[config.mk]
export PLATFORM = sky130hd
export DESIGN_NAME = mux_scan_ctrl_flat
export DESIGN_NICKNAME = d
export VERILOG_FILES = /design/src/rtl/mux_scan_if.sv /design/src/rtl/mux_scan_ctrl.sv /design/src/flat_wrapper.sv
export SDC_FILE = /design/constraint.sdc
export NUM_CORES = 1
export LEC_CHECK = 0
export BUFFER_PORTS_ARGS = -buffer_cell sky130_fd_sc_hd__clkbuf_2
export CAP_MARGIN = 10
export CORE_ASPECT_RATIO = 1.75
export CORE_MARGIN = 2
export CORE_UTILIZATION = 50
export CTS_BUF_LIST = sky130_fd_sc_hd__clkbuf_8
export CTS_CLUSTER_SIZE = 30
export DETAILED_ROUTE_END_ITERATION = 8
export GPL_TIMING_DRIVEN = 0
export PLACE_DENSITY_LB_ADDON = 0.1
export RECOVER_POWER = 50
export SYNTH_ARGS = -nofsm -noshare
export SYNTH_HDL_FRONTEND = slang
export SYNTH_SLANG_ARGS = --single-unit
[constraint.sdc]
create_clock -name clk -period 2.93 [get_ports clk]
set_input_delay 0 -clock clk [delete_from_list [all_inputs] [get_ports clk]]
set_output_delay 0 -clock clk [all_outputs]
set_load 0.1 [all_outputs]
[src/rtl/mux_scan_if.sv]
// Bundle of button, mux and status signals between the scan controller and
// its surroundings.
//   btnC/btnU/btnL/btnR : raw push buttons (scan toggle, step up, step down, one-shot sweep)
//   mux_in              : output of the external 16:1 mux addressed by sel
//   sel                 : registered mux select
//   frame / led         : last completed sweep, frame[i] = mux_in sampled with sel=i
//   frame_valid         : one-cycle pulse when frame updates
//   busy                : high while a sweep is running
interface mux_scan_if;
  logic        btnC;
  logic        btnU;
  logic        btnL;
  logic        btnR;
  logic        mux_in;
  logic [3:0]  sel;
  logic [15:0] frame;
  logic        frame_valid;
  logic        busy;
  logic [15:0] led;

  modport master (
    output btnC, btnU, btnL, btnR, mux_in,
    input  sel, frame, frame_valid, busy, led
  );

  modport slave (
    input  btnC, btnU, btnL, btnR, mux_in,
    output sel, frame, frame_valid, busy, led
  );
endinterface

[src/rtl/mux_scan_ctrl.sv]
// Scan controller for an external 16:1 mux. Buttons are synchronised and
// debounced into single-cycle press pulses; an FSM steps sel manually or
// sweeps all 16 channels, sampling mux_in after a settle time and holding
// each channel for a dwell time before moving on.
//   clk   : single clock, rising edge
//   rst_n : synchronous active-low reset
//   bus   : mux_scan_if slave (buttons and mux_in in; sel, frame, frame_valid, busy, led out)
//
// state      | meaning
// -----------+-----------------------------------------------------------
// ST_MANUAL  | idle; btnU/btnL step sel, btnR starts one-shot, btnC continuous
// ST_SETTLE  | sel held while mux output settles; samples mux_in on timeout
// ST_DWELL   | hold after the sample; then next channel or frame complete
module mux_scan_ctrl #(
  parameter int DEBOUNCE_CYCLES = 1000000,
  parameter int SETTLE_CYCLES   = 2,
  parameter int DWELL_CYCLES    = 3
) (
  input logic       clk,
  input logic       rst_n,
  mux_scan_if.slave bus
);

  localparam int DW   = (DEBOUNCE_CYCLES > 1) ? $clog2(DEBOUNCE_CYCLES) : 1;
  localparam int TMAX = (SETTLE_CYCLES > DWELL_CYCLES) ? SETTLE_CYCLES : DWELL_CYCLES;
  localparam int TW   = (TMAX > 1) ? $clog2(TMAX) : 1;

  localparam logic [DW-1:0] D_LOAD = DW'(DEBOUNCE_CYCLES - 1);
  localparam logic [TW-1:0] S_LOAD = TW'(SETTLE_CYCLES - 1);
  localparam logic [TW-1:0] W_LOAD = TW'(DWELL_CYCLES - 1);

  typedef enum logic [1:0] {
    ST_MANUAL = 2'd0,
    ST_SETTLE = 2'd1,
    ST_DWELL  = 2'd2
  } state_t;

  // Button index: 0 = C, 1 = U, 2 = L, 3 = R
  logic [3:0]    btn_raw;
  logic [3:0]    sync1_q, sync2_q, deb_q, press_q;
  logic [DW-1:0] dcnt_q [4];

  assign btn_raw = {bus.btnR, bus.btnL, bus.btnU, bus.btnC};

  // Down-counter reloads while the synchronised level matches the accepted
  // level; reaching zero with a still-differing level accepts it. A press
  // pulse is raised only on acceptance of a high level.
  always_ff @(posedge clk) begin
    if (!rst_n) begin
      sync1_q <= '0;
      sync2_q <= '0;
      deb_q   <= '0;
      press_q <= '0;
      for (int i = 0; i < 4; i++) dcnt_q[i] <= '0;
    end else begin
      sync1_q <= btn_raw;
      sync2_q <= sync1_q;
      press_q <= '0;
      for (int i = 0; i < 4; i++) begin
        if (sync2_q[i] == deb_q[i]) begin
          dcnt_q[i] <= D_LOAD;
        end else if (dcnt_q[i] == '0) begin
          deb_q[i]   <= sync2_q[i];
          press_q[i] <= sync2_q[i];
          dcnt_q[i]  <= D_LOAD;
        end else begin
          dcnt_q[i] <= dcnt_q[i] - 1'b1;
        end
      end
    end
  end

  state_t        state_q, state_d;
  logic          cont_q, cont_d;
  logic [3:0]    sel_q, sel_d;
  logic [TW-1:0] tcnt_q, tcnt_d;
  logic [15:0]   shadow_q, shadow_d;
  logic [15:0]   frame_q, frame_d;
  logic          fv_q, fv_d;

  always_ff @(posedge clk) begin
    if (!rst_n) begin
      state_q  <= ST_MANUAL;
      cont_q   <= 1'b0;
      sel_q    <= '0;
      tcnt_q   <= '0;
      shadow_q <= '0;
      frame_q  <= '0;
      fv_q     <= 1'b0;
    end else begin
      state_q  <= state_d;
      cont_q   <= cont_d;
      sel_q    <= sel_d;
      tcnt_q   <= tcnt_d;
      shadow_q <= shadow_d;
      frame_q  <= frame_d;
      fv_q     <= fv_d;
    end
  end

  always_comb begin
    state_d  = state_q;
    cont_d   = cont_q;
    sel_d    = sel_q;
    tcnt_d   = tcnt_q;
    shadow_d = shadow_q;
    frame_d  = frame_q;
    fv_d     = 1'b0;
    case (state_q)
      ST_MANUAL: begin
        // btnC takes priority over btnR; a start beats any step request
        if (press_q[0]) begin
          cont_d  = 1'b1;
          sel_d   = '0;
          tcnt_d  = S_LOAD;
          state_d = ST_SETTLE;
        end else if (press_q[3]) begin
          cont_d  = 1'b0;
          sel_d   = '0;
          tcnt_d  = S_LOAD;
          state_d = ST_SETTLE;
        end else if (press_q[1] && !press_q[2]) begin
          sel_d = sel_q + 4'd1;
        end else if (press_q[2] && !press_q[1]) begin
          sel_d = sel_q - 4'd1;
        end
      end
      ST_SETTLE: begin
        if (press_q[0]) begin
          state_d  = ST_MANUAL;
          cont_d   = 1'b0;
          shadow_d = '0;
          tcnt_d   = '0;
        end else if (tcnt_q == '0) begin
          shadow_d[sel_q] = bus.mux_in;
          tcnt_d          = W_LOAD;
          state_d         = ST_DWELL;
        end else begin
          tcnt_d = tcnt_q - 1'b1;
        end
      end
      ST_DWELL: begin
        if (press_q[0]) begin
          state_d  = ST_MANUAL;
          cont_d   = 1'b0;
          shadow_d = '0;
          tcnt_d   = '0;
        end else if (tcnt_q == '0) begin
          if (sel_q != 4'd15) begin
            sel_d   = sel_q + 4'd1;
            tcnt_d  = S_LOAD;
            state_d = ST_SETTLE;
          end else begin
            frame_d = shadow_q;
            fv_d    = 1'b1;
            sel_d   = '0;
            tcnt_d  = cont_q ? S_LOAD : '0;
            state_d = cont_q ? ST_SETTLE : ST_MANUAL;
          end
        end else begin
          tcnt_d = tcnt_q - 1'b1;
        end
      end
      default: begin
        state_d = ST_MANUAL;
        cont_d  = 1'b0;
        tcnt_d  = '0;
      end
    endcase
  end

  assign bus.sel         = sel_q;
  assign bus.frame       = frame_q;
  assign bus.led         = frame_q;
  assign bus.frame_valid = fv_q;
  assign bus.busy        = (state_q != ST_MANUAL);

endmodule

[src/flat_wrapper.sv]
// flat-port wrapper written by rule: the top's interface ports become plain ports
module mux_scan_ctrl_flat 
#(
  parameter int DEBOUNCE_CYCLES = 1000000,
  parameter int SETTLE_CYCLES   = 2,
  parameter int DWELL_CYCLES    = 3
)
  (clk, rst_n, bus_btnC, bus_btnU, bus_btnL, bus_btnR, bus_mux_in, bus_sel, bus_frame, bus_frame_valid, bus_busy, bus_led);
  mux_scan_if bus_i ();
  input logic clk;
  input logic rst_n;
  input wire logic [$bits(bus_i.btnC)-1:0] bus_btnC;
  input wire logic [$bits(bus_i.btnU)-1:0] bus_btnU;
  input wire logic [$bits(bus_i.btnL)-1:0] bus_btnL;
  input wire logic [$bits(bus_i.btnR)-1:0] bus_btnR;
  input wire logic [$bits(bus_i.mux_in)-1:0] bus_mux_in;
  output wire logic [$bits(bus_i.sel)-1:0] bus_sel;
  output wire logic [$bits(bus_i.frame)-1:0] bus_frame;
  output wire logic [$bits(bus_i.frame_valid)-1:0] bus_frame_valid;
  output wire logic [$bits(bus_i.busy)-1:0] bus_busy;
  output wire logic [$bits(bus_i.led)-1:0] bus_led;
  assign bus_i.btnC = bus_btnC;
  assign bus_i.btnU = bus_btnU;
  assign bus_i.btnL = bus_btnL;
  assign bus_i.btnR = bus_btnR;
  assign bus_i.mux_in = bus_mux_in;
  assign bus_sel = bus_i.sel;
  assign bus_frame = bus_i.frame;
  assign bus_frame_valid = bus_i.frame_valid;
  assign bus_busy = bus_i.busy;
  assign bus_led = bus_i.led;
  mux_scan_ctrl #(.DEBOUNCE_CYCLES(DEBOUNCE_CYCLES), .SETTLE_CYCLES(SETTLE_CYCLES), .DWELL_CYCLES(DWELL_CYCLES)) u_core (.clk(clk), .rst_n(rst_n), .bus(bus_i));
endmodule
# Yosys cells after proc, flatten, opt, wreduce, memory -nomap -nowiden

Memory sizes are Yosys's and may differ from the RTL's.
Index checks and enable logic that the tools add are counted.

Register bits: 58
Bits in writable memories: 80
Input bits: 7
Output and inout port bits: 38
Memories kept: 1

Memories:

| memory        | words | bits a word | rd ports | clocked after memory_dff | wr ports | line                | text |
|---|---|---|---|---|---|---|---|
| u_core.dcnt_q | 4     | 20          | 4        | 0                        | 4        | mux_scan_ctrl.sv:41 | `logic [DW-1:0] dcnt_q [4];` |

$add $sub $neg: 7
Order comparisons: 2
Equal/unequal tests: 15
Mux-type cells: 91
Bitwise logic cells: 25
Reduce and logical (&&, ||, !) cells: 29

Operators by type and width:

| operator                                                    | count |
|---|---|
| two-way mux 20 bit                                          | 12 |
| zero test 20 bit                                            | 4 |
| subtractor 20 x 1 -> 20 bit (second input constant)         | 4 |
| two-way mux 1 bit                                           | 51 |
| two-way mux 16 bit                                          | 3 |
| one-hot mux 16 bit (2 select lines)                         | 1 |
| two-way mux 4 bit                                           | 7 |
| two-way mux 2 bit                                           | 11 |
| bitwise mux 16 bit                                          | 1 |
| inverter 1 bit                                              | 13 |
| bitwise OR 1 bit                                            | 12 |
| one-hot mux 2 bit (3 select lines)                          | 2 |
| OR reduction 3 bit                                          | 4 |
| AND reduction 2 bit                                         | 5 |
| != test 3 x 1 -> 1 bit (second input constant)              | 3 |
| one-hot mux 4 bit (2 select lines)                          | 1 |
| AND reduction 4 bit                                         | 2 |
| != test 2 x 1 -> 1 bit (second input constant)              | 3 |
| AND reduction 3 bit                                         | 2 |
| nonzero test 2 bit                                          | 3 |
| less-than comparator 4 x 5 -> 1 bit (second input constant) | 1 |
| != test 5 x 1 -> 1 bit (second input constant)              | 1 |
| adder 4 x 1 -> 4 bit (second input constant)                | 1 |
| demux 1 bit (select 4 bit)                                  | 1 |
| 14 further kinds                                            | 21 |

# Logic depth before layout (Yosys ltp)

Depth after elaboration: 8
Gate-level depth with buffers: 8

# Worst setup path after synthesis

No wires, ideal clock.

Path kind: register to register
From: register u_core.sel_q[1] (netlist: u_core.bus.sel[1])
To: register u_core.frame_q[13] (netlist: u_core.bus.frame[13])
Setup time: 0.070 ns
Arrival: 2.516 ns
Data required time: 2.860 ns
Path slack: 0.344 ns
Stages on the path, launching flop included: 8
Buffers on the path: 2
Period minus slack after synthesis: 2.586 ns
Cells stage by stage: dfxtp_1 -> ha_1 -> clkbuf_1 -> nand3_1 -> nor2_1 -> clkbuf_1 -> nand2_1 -> a21oi_1

Word-level cells in the longest chain between the ends: 3

Ends and longest elaborated chain:

| element                              | line                 | text |
|---|---|---|
| start, declared                      | mux_scan_ctrl.sv:75  | `logic [3:0] sel_q, sel_d;` |
| start signal, assigned               | mux_scan_ctrl.sv:93  | `sel_q <= sel_d;` |
| != test 4 bit                        | mux_scan_ctrl.sv:149 | `if (sel_q != 4'd15) begin` |
| inverter 1 bit (no source line)      | n/a                  |  |
| AND reduction 4 bit (no source line) | n/a                  |  |
| end signal, assigned                 | mux_scan_ctrl.sv:96  | `frame_q <= frame_d;` |
| end, declared                        | mux_scan_ctrl.sv:78  | `logic [15:0] frame_q, frame_d;` |

No other way between the ends.
A chain may end at the register's enable or synchronous reset.

==> flow_summary.toml <==
[worst_setup_path]
r2r_start = "u_core.dcnt_q[0][20]"
critPathLaunchType = "flop"
cp_max_fo = 8
crit_end = "u_core.dcnt_q[0][32]"
rr_endpoint = "u_core.dcnt_q[0][32]"
end_kind = "flop"
cp_slowest_cell = "edfxtp_1"
crit_chain = "inv_1 -> ha_1 -> or3b_2 -> clkbuf_1 -> or4_4 -> buf_6 -> o211ai_4 -> o21ba_1"
reg2reg_slack_ps = 260
worstPathArrival_ps = 2890
reg2regPathDepth = 8
required_ps = 3150
crit_start = "u_core.dcnt_q[0][20]"
critical_path_class = "reg -> reg"
critPathMaxStageDelay_ps = 450

[power]
power.density_nw_per_um2 = 508
peakVddDrop_uv = 293
p_leak_nw = 2.97
totalPowerFinal_mw = 4.29

[yosys]
ys_warn_count = 0
netlist_area_um2 = 7300
synth_edf_count = 80
syn_inst = 746
synthTopCellsByArea = "edfxtp_1 33%, dfxtp_1 16%, a21oi_1 6.9%"
yosysTopAreaCellShare_pct = 32.9
synth_flop_cell = "edfxtp_1"
synth.largest_area_cell = "edfxtp_1"
ys_seq_area_share_pct = 48.8
syn_avg_cell_area_um2 = 9.79
synthArstFlopShare_pct = 0
ys_seq_elements = 138
yosysUniqueCellTypes = 67

[finish]
final_nets = 914
nFillCells = 1339
multiInputGateArea_um2 = 3660
drive_above_1_share_pct = 8.30
syn_to_final_growth_pct = 15.7
antenna_cells = 0
finalNonFillerCells = 1084
postLayoutCellArea_um2 = 8450
seq_area_um2 = 3560
fin_util_pct = 59.1

[sta]
hold_ws_ps = 35.8
max_freq_mhz = 374
fin_setup_tns_ps = 0
slew_headroom_pct = 21.8
tightest_slew_ps = 1180
rsz0062_at_grt = "false"
post-route-min-period_ps = 2670
post-route-period-util_pct = 91.3
fin_ws_ps = 256
finalSetupViolCount = 0
drv_slew = 0
clock_skew_ps = 16.8
finalHoldViolCount = 0

[global_routing]
grt_max_degree = 17
grt_pass1_wl_um = 26200
grt_overflow_total = 0
grt_pass1_vias = 5744
grt_util_all_layers_pct = 21.3
antenna_found_initial = 0

[cts]
cts.reportedPaths.clkPinSlew_ps = 80
clock-sinks = 138
cts-root-buf = "clkbuf_8"
htreeDepth = 4
postCtsResizedCells = 0
cts_tree = "built"
cts_buffers = 17
cts.path.max_buffers = 2
clock_latency_ps = 450

[die]
dieArea_um2 = 15600
rows = 58
pin_count = 45
initial_core_util_pct = 51.1
core_area_um2 = 14300
dieWidth_um = 95.4
die_h_um = 164

[route]
ant_nets = 0
drtIter0Drc = 274
dr.pass1.iters = 5
drt-total-wl_um = 16200
vias = 5946
wl_per_cell_um = 14.9
via_per_inst = 5.49
post-route-drc-count = 0

[hold_path]
hold_class = "in -> reg"
hold_start = "bus_mux_in"

[placement]
placed_cells = 1048
place_congestion = 0.831
dp_hpwl_um = 11900
place_area_um2 = 8040
port-buffer-count = 43
detailedPlace.worstSlack_ps = 327

[flow_run]
cap_violations = 0

[status]
status = "complete, no violations"
cell usage in the layout, fill, tap and decap left out, drive strengths merged, types with 4 or more instances in the layout:
cell	Yosys	layout
a21oi	100	100
clkbuf	32	98
edfxtp	80	80
conb	1	80
dfxtp	58	58
nor2	56	56
nand2	54	54
xor2	37	37
inv	23	29
nand3	28	28
o31ai	26	26
buf	23	20
nor4	20	20
xnor2	17	17
nor3	16	16
ha	16	16
and2	15	15
or3	14	14
o21ai	12	12
or4	12	12
nand4	10	10
a31oi	10	10
nand4b	8	8
nand3b	8	8
nor3b	7	7
nand2b	5	5
nor2b	5	5
o21a	4	4
a311oi	4	4
dlygate4sd3	0	4
o211ai	4	4
how the worst min path moves through the flow:
stage | end | slack (ps) | cells after the start
final | u_core.shadow_q[12] | 40 | 5
after global routing | u_core.shadow_q[14] | 9 | 5
after CTS | u_core.shadow_q[14] | 9 | 5
after detailed placement | u_core.sync1_q[2] | 210 | 2
after global placement | u_core.sync1_q[2] | 210 | 2
after floorplan | u_core.sync1_q[0] | 130 | 1
registers in the layout, summed over array words and instances (netlist names):
name                    flops
u_core.cont_q               1
u_core.dcnt_q              80
u_core.deb_q                4
u_core.bus.sel              4
u_core.shadow_q            16
u_core.press_q              4
u_core.tcnt_q               2
u_core.bus.frame_valid      1
u_core.sync1_q              4
u_core.sync2_q              4
u_core.bus.frame           16
u_core.state_q              2
routing by layer:
| metal | global-route usage (%) | wire, um | up-vias |
|---|---|---|---|
| li1 | - | - | 2945 |
| met1 | 21.5 | 6310 | 2830 |
| met2 | 40.3 | 8790 | 136 |
| met3 | 4.04 | 601 | 35 |
| met4 | 10.8 | 485 | 0 |
| met5 | 0 | 0 | - |
area by class of cell:
type | count | area share, %
Buffer | 55 | 3.29
Clock buffer | 20 | 3.26
Clock inverter | 12 | 1.73
Inverter | 24 | 1.07
Multi-Input combinational cell | 608 | 43.4
Sequential cell | 138 | 42.2
Tap cell | 180 | 2.67
Timing Repair Buffer | 47 | 2.46
synth_stat cells (all sizes together) (5+ instances only):
library cell	number
a31oi	10
ha	16
nor4	20
nor2b	5
nor3	16
buf	23
nand3b	8
nand4b	8
xnor2	17
and2	15
nand2b	5
xor2	37
nand4	10
o31ai	26
nor3b	7
o21ai	12
inv	23
nand3	28
a21oi	100
edfxtp	80
nor2	56
clkbuf	32
nand2	54
dfxtp	58
or3	14
or4	12
cell families after synthesis:
logic type | share of synthesized area (%)
muxes | 0.137
buffers and inverters | 5.09
xor gates and xnor gates | 6.48
DFF | 48.8
AOI/OAI and AO/OA | 16.1
adders and majority gates | 2.74
and+or+nand+nor | 20.7
other | 0.0513
timing repair:
item	CTS	global route
endpoints found under the hold margin	4	0
setup buffers	0	0
hold buffers	4	0
report_power, final:
| group | switching, mW | internal, mW | leakage [nW] | total (mW) |
|---|---|---|---|---|
| Sequential | 0.0792 | 2.14 | 1.27 | 2.21 |
| Clock | 0.749 | 0.908 | 0.223 | 1.66 |
| Combinational | 0.285 | 0.137 | 1.47 | 0.422 |
| Total | 1.11 | 3.18 | 2.97 | 4.29 |
worst max-delay path, delay by kind of cell (launching register included):
family	cells	cell delay (ps)
and+or+nand+nor	2	890
AOI/OAI and AO/OA	2	470
DFF	1	450
buffers and inverters	3	450
adders and majority gates	1	170
Note: power is estimated with default switching activity, not from simulation.
